$ cat config.mk
export PLATFORM = sky130hd
export DESIGN_NAME = sram_wr_arbiter
export DESIGN_NICKNAME = d
export VERILOG_FILES = /design/src/rtl/sram_wr_arbiter.sv
export SDC_FILE = /design/constraint.sdc
export NUM_CORES = 1
export LEC_CHECK = 0
export CORE_MARGIN = 5
export CORE_UTILIZATION = 43
export CTS_CLUSTER_DIAMETER = 60
export DETAILED_ROUTE_END_ITERATION = 10
export PLACE_DENSITY = 0.82
export SYNTH_ARGS = -nofsm -noshare
export SYNTH_HDL_FRONTEND = slang
export SYNTH_SLANG_ARGS = --single-unit
$ cat constraint.sdc
create_clock -name i_clock -period 4.1 [get_ports i_clock]
set_clock_uncertainty 0.05 [all_clocks]
set_input_delay 0.615 -clock i_clock [delete_from_list [all_inputs] [get_ports i_clock]]
set_output_delay 0.615 -clock i_clock [all_outputs]
set_load 0.02 [all_outputs]
$ cat src/rtl/sram_wr_arbiter.sv
// Packet-granular round-robin arbiter sharing one SRAM write channel between ingress ports.
// Optional: define SRAM_WR_ARB_LEN_CHECK_EN for the MAX_LEN overrun check and DRAIN state.
module sram_wr_arbiter #(
   parameter  int NUM_PORTS = 2,
   parameter  int DATA_W    = 8,
   parameter  int MAX_LEN   = 64,
   localparam int PORT_W    = (NUM_PORTS > 2) ? $clog2(NUM_PORTS) : 1
) (
   input  logic                        i_clock,
   input  logic                        i_reset_n,
   input  logic [NUM_PORTS-1:0]        i_in_valid,
   input  logic [NUM_PORTS*DATA_W-1:0] i_in_data,
   input  logic [NUM_PORTS-1:0]        i_in_sop,
   input  logic [NUM_PORTS-1:0]        i_in_eop,
   output logic [NUM_PORTS-1:0]        o_in_ready,
   output logic                        o_out_valid,
   output logic [DATA_W-1:0]           o_out_data,
   output logic                        o_out_sop,
   output logic                        o_out_eop,
   output logic [PORT_W-1:0]           o_out_port,
   input  logic                        i_out_ready,
   output logic                        o_busy,
   output logic                        o_drop_pulse,
   output logic                        o_proto_err,
   output logic                        o_len_err
);

`ifdef SRAM_WR_ARB_LEN_CHECK_EN
   typedef enum logic [1:0] {S_IDLE, S_BUSY, S_DRAIN} state_t;
`else
   typedef enum logic [1:0] {S_IDLE, S_BUSY} state_t;
`endif

   if (NUM_PORTS < 2 || NUM_PORTS > 16 || MAX_LEN < 1) begin : g_param_chk
      $error("sram_wr_arbiter: unsupported parameter set");
   end

   state_t              r_state;
   logic [PORT_W-1:0]   r_grant;
   logic [PORT_W-1:0]   r_rr_ptr;
   logic                r_first;
   logic                r_out_valid;
   logic [DATA_W-1:0]   r_out_data;
   logic                r_out_sop;
   logic                r_out_eop;
   logic [PORT_W-1:0]   r_out_port;
   logic                r_drop;
   logic                r_proto;

   logic [NUM_PORTS-1:0] w_req;
   logic                 w_found;
   logic [PORT_W-1:0]    w_pick;
   logic [PORT_W-1:0]    w_next;
   logic                 w_pipe_free;
   logic                 w_acc;
   logic                 w_sop;
   logic                 w_eop;
   logic                 w_len_hit;
   logic [DATA_W-1:0]    w_data;

   assign w_req       = i_in_valid & i_in_sop;
   assign w_pipe_free = !r_out_valid || i_out_ready;
   assign w_data      = i_in_data[r_grant*DATA_W +: DATA_W];
   assign w_sop       = i_in_sop[r_grant];
   assign w_eop       = i_in_eop[r_grant];
   assign w_acc       = (r_state == S_BUSY) && i_in_valid[r_grant] && w_pipe_free;

   // First requester at or above rr_ptr, wrapping around.
   always_comb begin
      int v;
      v       = 0;
      w_found = 1'b0;
      w_pick  = '0;
      for (int i = 0; i < NUM_PORTS; i++) begin
         v = int'(r_rr_ptr) + i;
         if (v >= NUM_PORTS) v = v - NUM_PORTS;
         if (!w_found && w_req[v]) begin
            w_found = 1'b1;
            w_pick  = PORT_W'(v);
         end
      end
   end

   always_comb begin
      w_next = r_grant + 1'b1;
      if (int'(r_grant) == NUM_PORTS - 1) w_next = '0;
   end

   always_comb begin
      o_in_ready = '0;
      case (r_state)
         S_IDLE:  o_in_ready = i_in_valid & ~i_in_sop;
         S_BUSY:  o_in_ready[r_grant] = w_pipe_free;
`ifdef SRAM_WR_ARB_LEN_CHECK_EN
         S_DRAIN: o_in_ready[r_grant] = 1'b1;
`endif
         default: o_in_ready = '0;
      endcase
   end

`ifdef SRAM_WR_ARB_LEN_CHECK_EN
   localparam int CNT_W = $clog2(MAX_LEN + 1);
   logic [CNT_W-1:0] r_cnt;
   logic             r_len;
   // The MAX_LEN-th beat without eop closes the packet on the output side.
   assign w_len_hit = (r_cnt == CNT_W'(MAX_LEN - 1)) && !w_eop;
   assign o_len_err = r_len;
`else
   assign w_len_hit = 1'b0;
   assign o_len_err = 1'b0;
`endif

   always_ff @(posedge i_clock or negedge i_reset_n) begin
      if (!i_reset_n) begin
         r_state     <= S_IDLE;
         r_grant     <= '0;
         r_rr_ptr    <= '0;
         r_first     <= 1'b0;
         r_out_valid <= 1'b0;
         r_out_data  <= '0;
         r_out_sop   <= 1'b0;
         r_out_eop   <= 1'b0;
         r_out_port  <= '0;
         r_drop      <= 1'b0;
         r_proto     <= 1'b0;
`ifdef SRAM_WR_ARB_LEN_CHECK_EN
         r_cnt       <= '0;
         r_len       <= 1'b0;
`endif
      end else begin
         r_drop  <= 1'b0;
         r_proto <= 1'b0;
`ifdef SRAM_WR_ARB_LEN_CHECK_EN
         r_len   <= 1'b0;
`endif
         if (w_pipe_free) r_out_valid <= 1'b0;
         case (r_state)
            S_IDLE: begin
               r_drop <= |(i_in_valid & ~i_in_sop);
               if (w_found) begin
                  r_grant <= w_pick;
                  r_first <= 1'b1;
                  r_state <= S_BUSY;
`ifdef SRAM_WR_ARB_LEN_CHECK_EN
                  r_cnt   <= '0;
`endif
               end
            end
            S_BUSY: begin
               if (w_acc) begin
                  r_out_valid <= 1'b1;
                  r_out_data  <= w_data;
                  r_out_sop   <= w_sop;
                  r_out_eop   <= w_eop | w_len_hit;
                  r_out_port  <= r_grant;
                  r_first     <= 1'b0;
                  r_proto     <= w_sop & ~r_first;
`ifdef SRAM_WR_ARB_LEN_CHECK_EN
                  r_cnt       <= r_cnt + 1'b1;
                  r_len       <= w_len_hit;
                  if (w_len_hit) r_state <= S_DRAIN;
`endif
                  if (w_eop) begin
                     r_state  <= S_IDLE;
                     r_rr_ptr <= w_next;
                  end
               end
            end
`ifdef SRAM_WR_ARB_LEN_CHECK_EN
            S_DRAIN: begin
               if (i_in_valid[r_grant] && w_eop) begin
                  r_state  <= S_IDLE;
                  r_rr_ptr <= w_next;
               end
            end
`endif
            default: r_state <= S_IDLE;
         endcase
      end
   end

   assign o_out_valid  = r_out_valid;
   assign o_out_data   = r_out_data;
   assign o_out_sop    = r_out_sop;
   assign o_out_eop    = r_out_eop;
   assign o_out_port   = r_out_port;
   assign o_busy       = (r_state != S_IDLE);
   assign o_drop_pulse = r_drop;
   assign o_proto_err  = r_proto;

endmodule

==> flow_summary_export.csv, run 1 <==
group,metric,value,unit
clock_tree,cts_tree,"built",
worst_setup_path,cp-start-kind,"input port",
worst_setup_path,end_kind,"output pin",
synthesis,ys_ff_latch,18,
drt,vias,677,
worst_setup_path,rr_worst_depth,3,
clock_tree,cts_buffers,3,
layout,final_layout_size_suffix_gt1_share,20.18,%
die,dieArea,0.003174,sq mm
worst_setup_path,r2r_start,"r_grant$_DFFE_PN0P_",
clock_tree,post_cts_buffers,0,
place,dpl.hpwl,1.522,mm
die,ios,43,
worst_setup_path,path_max_fanout,6,
place,gp_congestion,0.7448,
layout,diodes,0,
drt,drt_pass1_iterations,4,
synthesis,synth_area,923.4,sq um
die,placementRows,16,
clock_tree,clk_pin_slew,0.10,ns
worst_setup_path,path_class,"input port to output pin",
grt,grt_pass1_wl,3.505,mm
clock_tree,cts-root-buf,"clkbuf_4",
hold_path,hold_start,"r_first$_DFFE_PN0P_",
synthesis,synthArstFlopShare,100.0,%
grt,gr-total-overflow,0,
synthesis,synth_top_area_share,48.78,%
clock_tree,cts.sinks,18,
synthesis,synth_top_area_cell,"dfrtp_1",
sta,slew_viol_final,0,
layout,fin_area,0.001361,sq mm
synthesis,synth_common_cells,"18 x dfrtp_1, 12 x mux2_2, 6 x mux2_4",
drt,route.detailed.drc,0,
sta,relSlewSlack,49.30,%
drt,drt-initial-drc-count,6,
synthesis,synth.most_common_cell,"dfrtp_1",
grt,grt_usage,13.92,%
job,drv_cap,0,
clock_tree,hold_buffers,0,
worst_setup_path,r2r-end,"o_out_data[0]$_DFFE_PN0P_",
pwr,pwr_density_cell,717.4,mW/mm^2
die,core,0.002002,sq mm
pwr,vdd_drop_max,400.4,uV
drt,avgViaCountPerCell,4.801,
grt,grt_pass1_vias,709,
synthesis,synth_cell_types,25,
clock_tree,cts_max_level,1,
hold_path,hold_path.class,"flip-flop to flip-flop",
sta,rsz0062_at_grt,"false",
sta,worstMarginPinSlew,0.7582,ns
sta,setup_ws,1.263,ns
layout,fill_cells,142,
synthesis,syn_nets,99,
grt,antenna_found_initial,0,
sta,fmax,352.4,MHz
synthesis,yosysSeqAreaShare,48.78,%
worst_setup_path,ff2ff_setup_slack,2.24,ns
layout,nets,140,
die,start_util,46.13,%
worst_setup_path,worstPathArrival,2.17,ns
sta,hold_violations,0,
sta,setup_viol,0,
synthesis,synthCells,74,
place,portBuffers,41,
worst_setup_path,cp.required,3.43,ns
layout,areaGrowthSynthToFinish,47.43,%
die,dieHeight,56.34,um
layout,multi_input_area,415.4,sq um
synthesis,synth_flop_cell,"dfrtp_1",
synthesis,yosys-top-cells-area,"dfrtp_1 49%, mux2_2 15%, mux2_4 9.8%, mux2i_1 4.3%, nand2_1 2.0%",
drt,wirelength,1.950,mm
synthesis,yosysWarnings,0,
clock_tree,cts_resized,0,
pwr,p_leak,0.0006043,uW
status,status,"finished clean",
die,die_w,56.34,um
sta,post-route-period-util,69.21,%
place,place_area,0.001325,sq mm
layout,seq_area,450.4,sq um
drt,ant_nets,0,
place,dp_slack,1.251,ns
sta,tns,0,ns
clock_tree,clockBufferDepth,2,
sta,finalCriticalPeriod,2.837,ns
drt,avgRoutedWirePerCell,13.83,um
clock_tree,insertion_delay,0.28,ns
hold_path,hold_path_depth,1,
synthesis,syn_area_per_cell,12.48,sq um
grt,grt_max_degree,19,
hold_path,holdPathEnd,"o_proto_err$_DFF_PN0_",
synthesis,synth_edf_count,0,
## through the flow
stage / cells / hold WS (ns) / power [uW] / util, %
global route: 141 / 0.4401 / 1041 / 68.00
detailed placement: 137 / 0.3786 / 881.0 / 66.19
floorplan: 74 / 0.2694 / 680.1 / -
finish: 141 / 0.3904 / 976.6 / 68.00
global placement: 137 / 0.3729 / 871.5 / 66.19
CTS: 141 / 0.3929 / 990.9 / 68.00
## metal layers
layer / wire (um) / track usage [%]
met1: 806 / 16.31
met2: 1003 / 23.71
met3: 112 / 3.670
met4: 27 / 6.102
met5: 0 / 0
## sequential cells by signal, indices dropped and copies added, names as in the netlist
signal and flops:
o_drop_pulse 1, o_out_data 8, o_out_eop 1, o_out_port 1, o_out_sop 1, o_out_valid 1, o_proto_err 1, r_first 1
r_grant 1, r_rr_ptr 1, r_state 1
## where the power goes
| group | total [uW] | leakage, uW | internal [uW] | switching, uW |
|---|---|---|---|---|
| sequential | 335 | 0.000215 | 260 | 75.3 |
| clock | 105 | 0.0000210 | 54.0 | 50.9 |
| combinational | 536 | 0.000368 | 307 | 230 |
| total | 977 | 0.000604 | 621 | 356 |
## cells by family after synthesis
logic type             Yosys count  share of synthesized area (%)
muxes                           22                          28.73
DFF                             18                          48.78
and+or+nand+nor                 14                          8.672
AOI/OAI and AO/OA               10                          7.182
buffers and inverters            9                          6.231
other                            1                         0.4061
## how the worst max path moves through the flow
stage / from / endpoint / slack, ns
final: i_out_ready / o_in_ready[1] / 1.26
after global routing: i_out_ready / o_in_ready[1] / 1.19
after CTS: i_out_ready / o_in_ready[1] / 1.25
after detailed placement: i_out_ready / o_in_ready[1] / 1.25
after global placement: i_out_ready / o_in_ready[1] / 1.30
after floorplan: i_in_sop[1] / o_in_ready[1] / 2.20
## cell type report
cell class	count	share of cell area [%]
clock buffer	4	2.665
multi-input combinational	47	30.51
sequential	18	33.09
inverter	4	1.103
tap	27	2.482
timing repair buffer	41	30.15
## placed cells by master, fill, tap and decap left out, types with 2 or more instances in the layout
cell type,count
clkbuf_4,3
clkdlybuf4s50_1,41
nand2b_1,3
inv_1,4
mux2_2,12
a21oi_1,2
mux2i_1,4
nand3_1,2
o21ai_0,3
nand2_1,5
dfrtp_1,18
mux2_4,6
## critical path: stages
cell             delay (ns)
clkdlybuf4s50_1        0.44
nand2b_1               0.26
nand3_1                0.12
o21ai_0                0.11
clkdlybuf4s50_1        0.63
(Power assumes the default switching activity.)
==> inputs of run 2 (changes only) <==
--- a/config.mk
+++ b/config.mk
@@ -6,10 +6,10 @@
 export NUM_CORES = 1
 export LEC_CHECK = 0
 export CORE_MARGIN = 5
-export CORE_UTILIZATION = 43
+export CORE_UTILIZATION = 36
 export CTS_CLUSTER_DIAMETER = 60
 export DETAILED_ROUTE_END_ITERATION = 10
-export PLACE_DENSITY = 0.82
+export PLACE_DENSITY = 0.73
 export SYNTH_ARGS = -nofsm -noshare
 export SYNTH_HDL_FRONTEND = slang
 export SYNTH_SLANG_ARGS = --single-unit
==> constraint.sdc (replaced) <==
create_clock -name i_clock -period 2.38 [get_ports i_clock]
set_clock_uncertainty 0.05 [all_clocks]
set_input_delay 0.357 -clock i_clock [delete_from_list [all_inputs] [get_ports i_clock]]
set_output_delay 0.357 -clock i_clock [all_outputs]
set_load 0.02 [all_outputs]
==> run 2 against run 1 <==
Compared with the run above:
- via count increased by 5.2%
- cell count increased by 3.5%
- sequential share of layout area down 0.45 points
- worst hold slack barely moved
- total power is 75% higher
- critical endpoint is now o_in_ready[0]
- largest cell class unchanged
==> flow_summary_export.csv, run 2 (same netlist as run 1, synthesis figures left out) <==
group,metric,value,unit
layout,diodes,0,
pwr,internal_power,1086,uW
die,dieHeight,60.65,um
drt,wl_met1,819,um
worst_setup_path,worstPathArrival,1.78,ns
place,portBuffers,41,
hold_path,hold_path.class,"flip-flop to flip-flop",
drt,drt-initial-drc-count,7,
die,die_w,60.65,um
grt,antenna_found_initial,0,
drt,route.detailed.drc,0,
layout,final_common_cell,"clkdlybuf4s50_1",
pwr,power.total,1709,uW
pwr,vdd_drop_max,689.2,uV
die,dieArea,0.003678,sq mm
drt,dr_wl_met3,170,um
layout,final_cell_mix,"41 x clkdlybuf4s50_1, 18 x dfrtp_1, 12 x mux2_2",
clock_tree,insertion_delay,0.29,ns
drt,avgViaCountPerCell,4.877,
pwr,p_leak,0.0006137,uW
clock_tree,clockBufferDepth,2,
drt,avgRoutedWirePerCell,13.50,um
clock_tree,cts_resized,0,
sta,finalCriticalPeriod,2.187,ns
pwr,seq_power_share,32.2,%
clock_tree,cts.sinks,18,
pwr,switching_power,622.7,uW
layout,fill_cells,219,
pwr,pwr-share-comb,57.0,%
die,core,0.002455,sq mm
die,start_util,37.61,%
place,dpl.hpwl,1.523,mm
worst_setup_path,end_kind,"output pin",
status,status,"finished clean",
grt,gr-total-overflow,0,
worst_setup_path,cp-start-kind,"input port",
layout,largest_reg_flops,8,
drt,top_layer,"met3",
sta,timing.hold.ws,0.3902,ns
pwr,switching_share,36.44,%
clock_tree,hold_buffers,0,
layout,nets,142,
grt,grt_pass1_vias,769,
sta,worstMarginPinSlew,0.7799,ns
grt,grt_usage,11.93,%
sta,post-route-period-util,91.87,%
layout,areaGrowthSynthToFinish,49.46,%
pwr,clkPwrFrac,10.7,%
die,ios,43,
clock_tree,post_cts_buffers,0,
die,placementRows,18,
worst_setup_path,cp.required,1.97,ns
sta,rsz0062_at_grt,"false",
worst_setup_path,path_class,"input port to output pin",
clock_tree,clk_pin_slew,0.10,ns
sta,tns,0,ns
pwr,pwr_density_cell,1238,mW/mm^2
sta,setup_viol,0,
layout,final_layout_size_suffix_gt1_share,21.55,%
place,gp_congestion,0.7958,
drt,met2WireLength,980,um
sta,relSlewSlack,47.85,%
drt,vias,712,
sta,fmax,457.4,MHz
clock_tree,cts_tree,"built",
sta,slew_viol_final,0,
grt,grt_max_degree,19,
drt,ant_nets,0,
worst_setup_path,path_max_fanout,3,
clock_tree,cts_buffers,3,
job,drv_cap,0,
layout,instances_no_fill,146,
clock_tree,cts_max_level,1,
clock_tree,cts-root-buf,"clkbuf_4",
drt,wirelength,1.971,mm
grt,grt_pass1_wl,3.339,mm
sta,hold_violations,0,
drt,drt_pass1_iterations,4,
place,dp.cells,142,
[run 2: cell types whose count changed in the layout (fill, tap and decap cells not counted)]
cell   change
buf_4      +2
[run 2: power by group through the flow]
| stage | clock network, uW | logic [uW] | registers [uW] |
|---|---|---|---|
| after floorplan | 0 | 494 | 678 |
| after global placement | 0 | 974 | 553 |
| after detailed placement | 0 | 988 | 558 |
| after CTS | 190 | 994 | 553 |
| after global routing | 207 | 1050 | 577 |
| final | 183 | 975 | 551 |
[run 2: layout make-up]
cell class	count	area (sq um)	area share (%)
sequential	18	450.4	32.64
inverter	4	15.01	1.088
clock buffer	4	36.28	2.629
timing repair buffer	43	425.4	30.83
multi-input combinational	47	415.4	30.10
tap	30	37.54	2.720
[run 2: worst paths after layout]
check,startpoint,to,slack (ns),cells past startpoint
max,i_out_ready,o_in_ready[0],0.19,5
min,r_first$_DFFE_PN0P_,o_proto_err$_DFF_PN0_,0.39,1
max reg2reg,r_grant$_DFFE_PN0P_,o_out_port$_DFFE_PN0P_,0.79,3
min reg2reg,r_first$_DFFE_PN0P_,o_proto_err$_DFF_PN0_,0.39,1
max in group asynchronous,i_reset_n,o_out_data[5]$_DFFE_PN0P_,1.33,1
min in group asynchronous,i_reset_n,o_out_valid$_DFF_PN0_,0.46,1
[run 2: stage by stage]
| step | setup slack, ns | instance area, sq um | util [%] |
|---|---|---|---|
| 2_1_floorplan | 0.7471 | 923.4 | - |
| 4_1_cts | 0.1903 | 1380 | 56.22 |
| 3_5_place_dp | 0.2004 | 1344 | 54.74 |
| 3_3_place_gp | 0.2105 | 1344 | 54.74 |
| 6_report | 0.1935 | 1380 | 56.22 |
| 5_1_grt | 0.08264 | 1380 | 56.22 |
[run 2: worst max-delay path: stages]
cell	delay, ns
clkdlybuf4s50_1	0.46
nand2b_1	0.14
nand3_1	0.09
o21ai_0	0.10
clkdlybuf4s50_1	0.63
[run 2: routing by layer]
metal / track usage, % / vias to the layer above
met1: 14.32 / 342
met4: 0.9288 / 0
met3: 4.255 / 0
li1: - / 340
met2: 21.37 / 30
met5: 0 / -
==> inputs of run 3 (changes only) <==
--- a/config.mk
+++ b/config.mk
@@ -7,9 +7,9 @@
 export LEC_CHECK = 0
 export CORE_MARGIN = 5
 export CORE_UTILIZATION = 36
-export CTS_CLUSTER_DIAMETER = 60
+export CTS_CLUSTER_DIAMETER = 80
 export DETAILED_ROUTE_END_ITERATION = 10
-export PLACE_DENSITY = 0.73
+export PLACE_DENSITY_LB_ADDON = 0.05
 export SYNTH_ARGS = -nofsm -noshare
 export SYNTH_HDL_FRONTEND = slang
 export SYNTH_SLANG_ARGS = --single-unit
==> run 3 against run 2 <==
Compared with the run above:
- global-route usage is essentially flat
- critical path depth is the same
- die area stayed put
- sequential share of layout area down 0.18 points
- largest power group unchanged
- worst hold slack worse by 0.049 ns
==> flow_summary_export.csv, run 3 (same netlist as run 1, synthesis figures left out) <==
group,metric,value,unit
sta,finalCriticalPeriod,2.166,ns
drt,avgRoutedWirePerCell,13.82,um
die,start_util,37.61,%
sta,hold_violations,0,
clock_tree,cts_buffers,3,
die,dieHeight,60.65,um
sta,setup_viol,0,
grt,grt_pass1_vias,763,
die,placementRows,18,
clock_tree,cts_tree,"built",
layout,nets,143,
worst_setup_path,path_class,"input port to output pin",
layout,areaGrowthSynthToFinish,50.27,%
drt,route.detailed.drc,0,
die,die_w,60.65,um
clock_tree,post_cts_buffers,0,
die,ios,43,
drt,wirelength,2.031,mm
grt,grt_usage,11.98,%
grt,grt_pass1_wl,3.229,mm
worst_setup_path,crit_top_cell,"clkdlybuf4s50_1",
place,portBuffers,41,
layout,final_common_cell,"clkdlybuf4s50_1",
place,dpl.hpwl,1.555,mm
drt,drt_pass1_iterations,3,
drt,ant_nets,0,
pwr,pwr_density_cell,1236,mW/mm^2
layout,fin_area,0.001388,sq mm
place,dp.cells,143,
worst_setup_path,cp-start-kind,"input port",
grt,antenna_found_initial,0,
pwr,p_leak,0.0006185,uW
layout,final_util,56.52,%
status,status,"finished clean",
place,dp_slack,0.2104,ns
drt,drt-initial-drc-count,10,
clock_tree,cts.sinks,18,
hold_path,hold_path.class,"input port to asynchronous set/reset pin",
layout,diodes,0,
worst_setup_path,cp_slowest_stage_delay,0.63,ns
clock_tree,cts_resized,0,
worst_setup_path,worstPathArrival,1.76,ns
sta,tns,0,ns
worst_setup_path,end_kind,"output pin",
worst_setup_path,cp.required,1.97,ns
clock_tree,cts-root-buf,"clkbuf_4",
layout,final_cell_mix,"41 x clkdlybuf4s50_1, 18 x dfrtp_1, 12 x mux2_2",
place,place_area,0.001351,sq mm
die,core,0.002455,sq mm
grt,gr-total-overflow,0,
worst_setup_path,crit_path_cell_trace,"clkdlybuf4s50_1, nand2b_1, nand3_1, o21ai_0, clkdlybuf4s50_1",
clock_tree,insertion_delay,0.28,ns
layout,instances_no_fill,147,
layout,final_layout_size_suffix_gt1_share,22.22,%
drt,avgViaCountPerCell,4.728,
sta,rsz0062_at_grt,"false",
clock_tree,clockBufferDepth,2,
clock_tree,cts_max_level,1,
layout,largest_reg_flops,8,
die,dieArea,0.003678,sq mm
pwr,vdd_drop_max,681.8,uV
sta,post-route-period-util,91.00,%
clock_tree,clk_pin_slew,0.10,ns
sta,setup_ws,0.2142,ns
clock_tree,hold_buffers,0,
sta,slew_viol_final,0,
job,drv_cap,0,
worst_setup_path,cp_slowest_cell,"clkdlybuf4s50_1",
drt,vias,695,
worst_setup_path,path_max_fanout,3,
place,gp_congestion,0.6758,
sta,fmax,461.7,MHz
grt,grt_max_degree,19,
[run 3: changes by cell type in the layout (fill, tap and decap cells not counted), sizes merged]
cell / delta
buf: +1
[run 3: path summary, 6_finish.rpt]
check	start	to	slack, ns	depth (start not counted)
setup / recovery	i_out_ready	o_in_ready[0]	0.21	5
setup reg to reg	r_grant$_DFFE_PN0P_	o_out_data[0]$_DFFE_PN0P_	0.80	3
hold / removal	i_reset_n	o_out_data[0]$_DFFE_PN0P_	0.34	2
min in group i_clock	r_first$_DFFE_PN0P_	o_proto_err$_DFF_PN0_	0.39	1
hold reg to reg	r_first$_DFFE_PN0P_	o_proto_err$_DFF_PN0_	0.39	1
max in group asynchronous	i_reset_n	o_out_valid$_DFF_PN0_	1.75	2
[run 3: metal layers]
layer  vias up  wire length [um]  GRT usage (%)  part of all wire [%]
met2        18              1049          20.76                    52
met5         -                 0              0                     0
li1        341                 -              -                     -
met1       334               830          14.21                    41
met3         2               135          2.979                   6.6
met4         0                15          4.644                  0.74
[run 3: through the flow]
step	hold slack, ns	total power (uW)
2_1_floorplan	0.01141	1172
3_5_place_dp	0.3807	1547
4_1_cts	0.3460	1740
5_1_grt	0.3570	1826
3_3_place_gp	0.3747	1540
6_report	0.3412	1715
[run 3: where the power goes]
| part | switching (uW) | internal [uW] |
|---|---|---|
| combinational | 432 | 545 |
| sequential | 102 | 449 |
| clock | 92.9 | 93.1 |
[run 3: critical path, delay by kind of cell]
family	cells	cell delay [ns]
buf+inv	2	1.09
simple gates	2	0.22
compound gates	1	0.10
[run 3: area by class of cell]
class                           count  area [sq um]
Fill cell                         222          1067
Multi-Input combinational cell     47         415.4
Tap cell                           30         37.54
Inverter                            4         15.01
Clock buffer                        4         36.28
Timing Repair Buffer               44         432.9
Sequential cell                    18         450.4
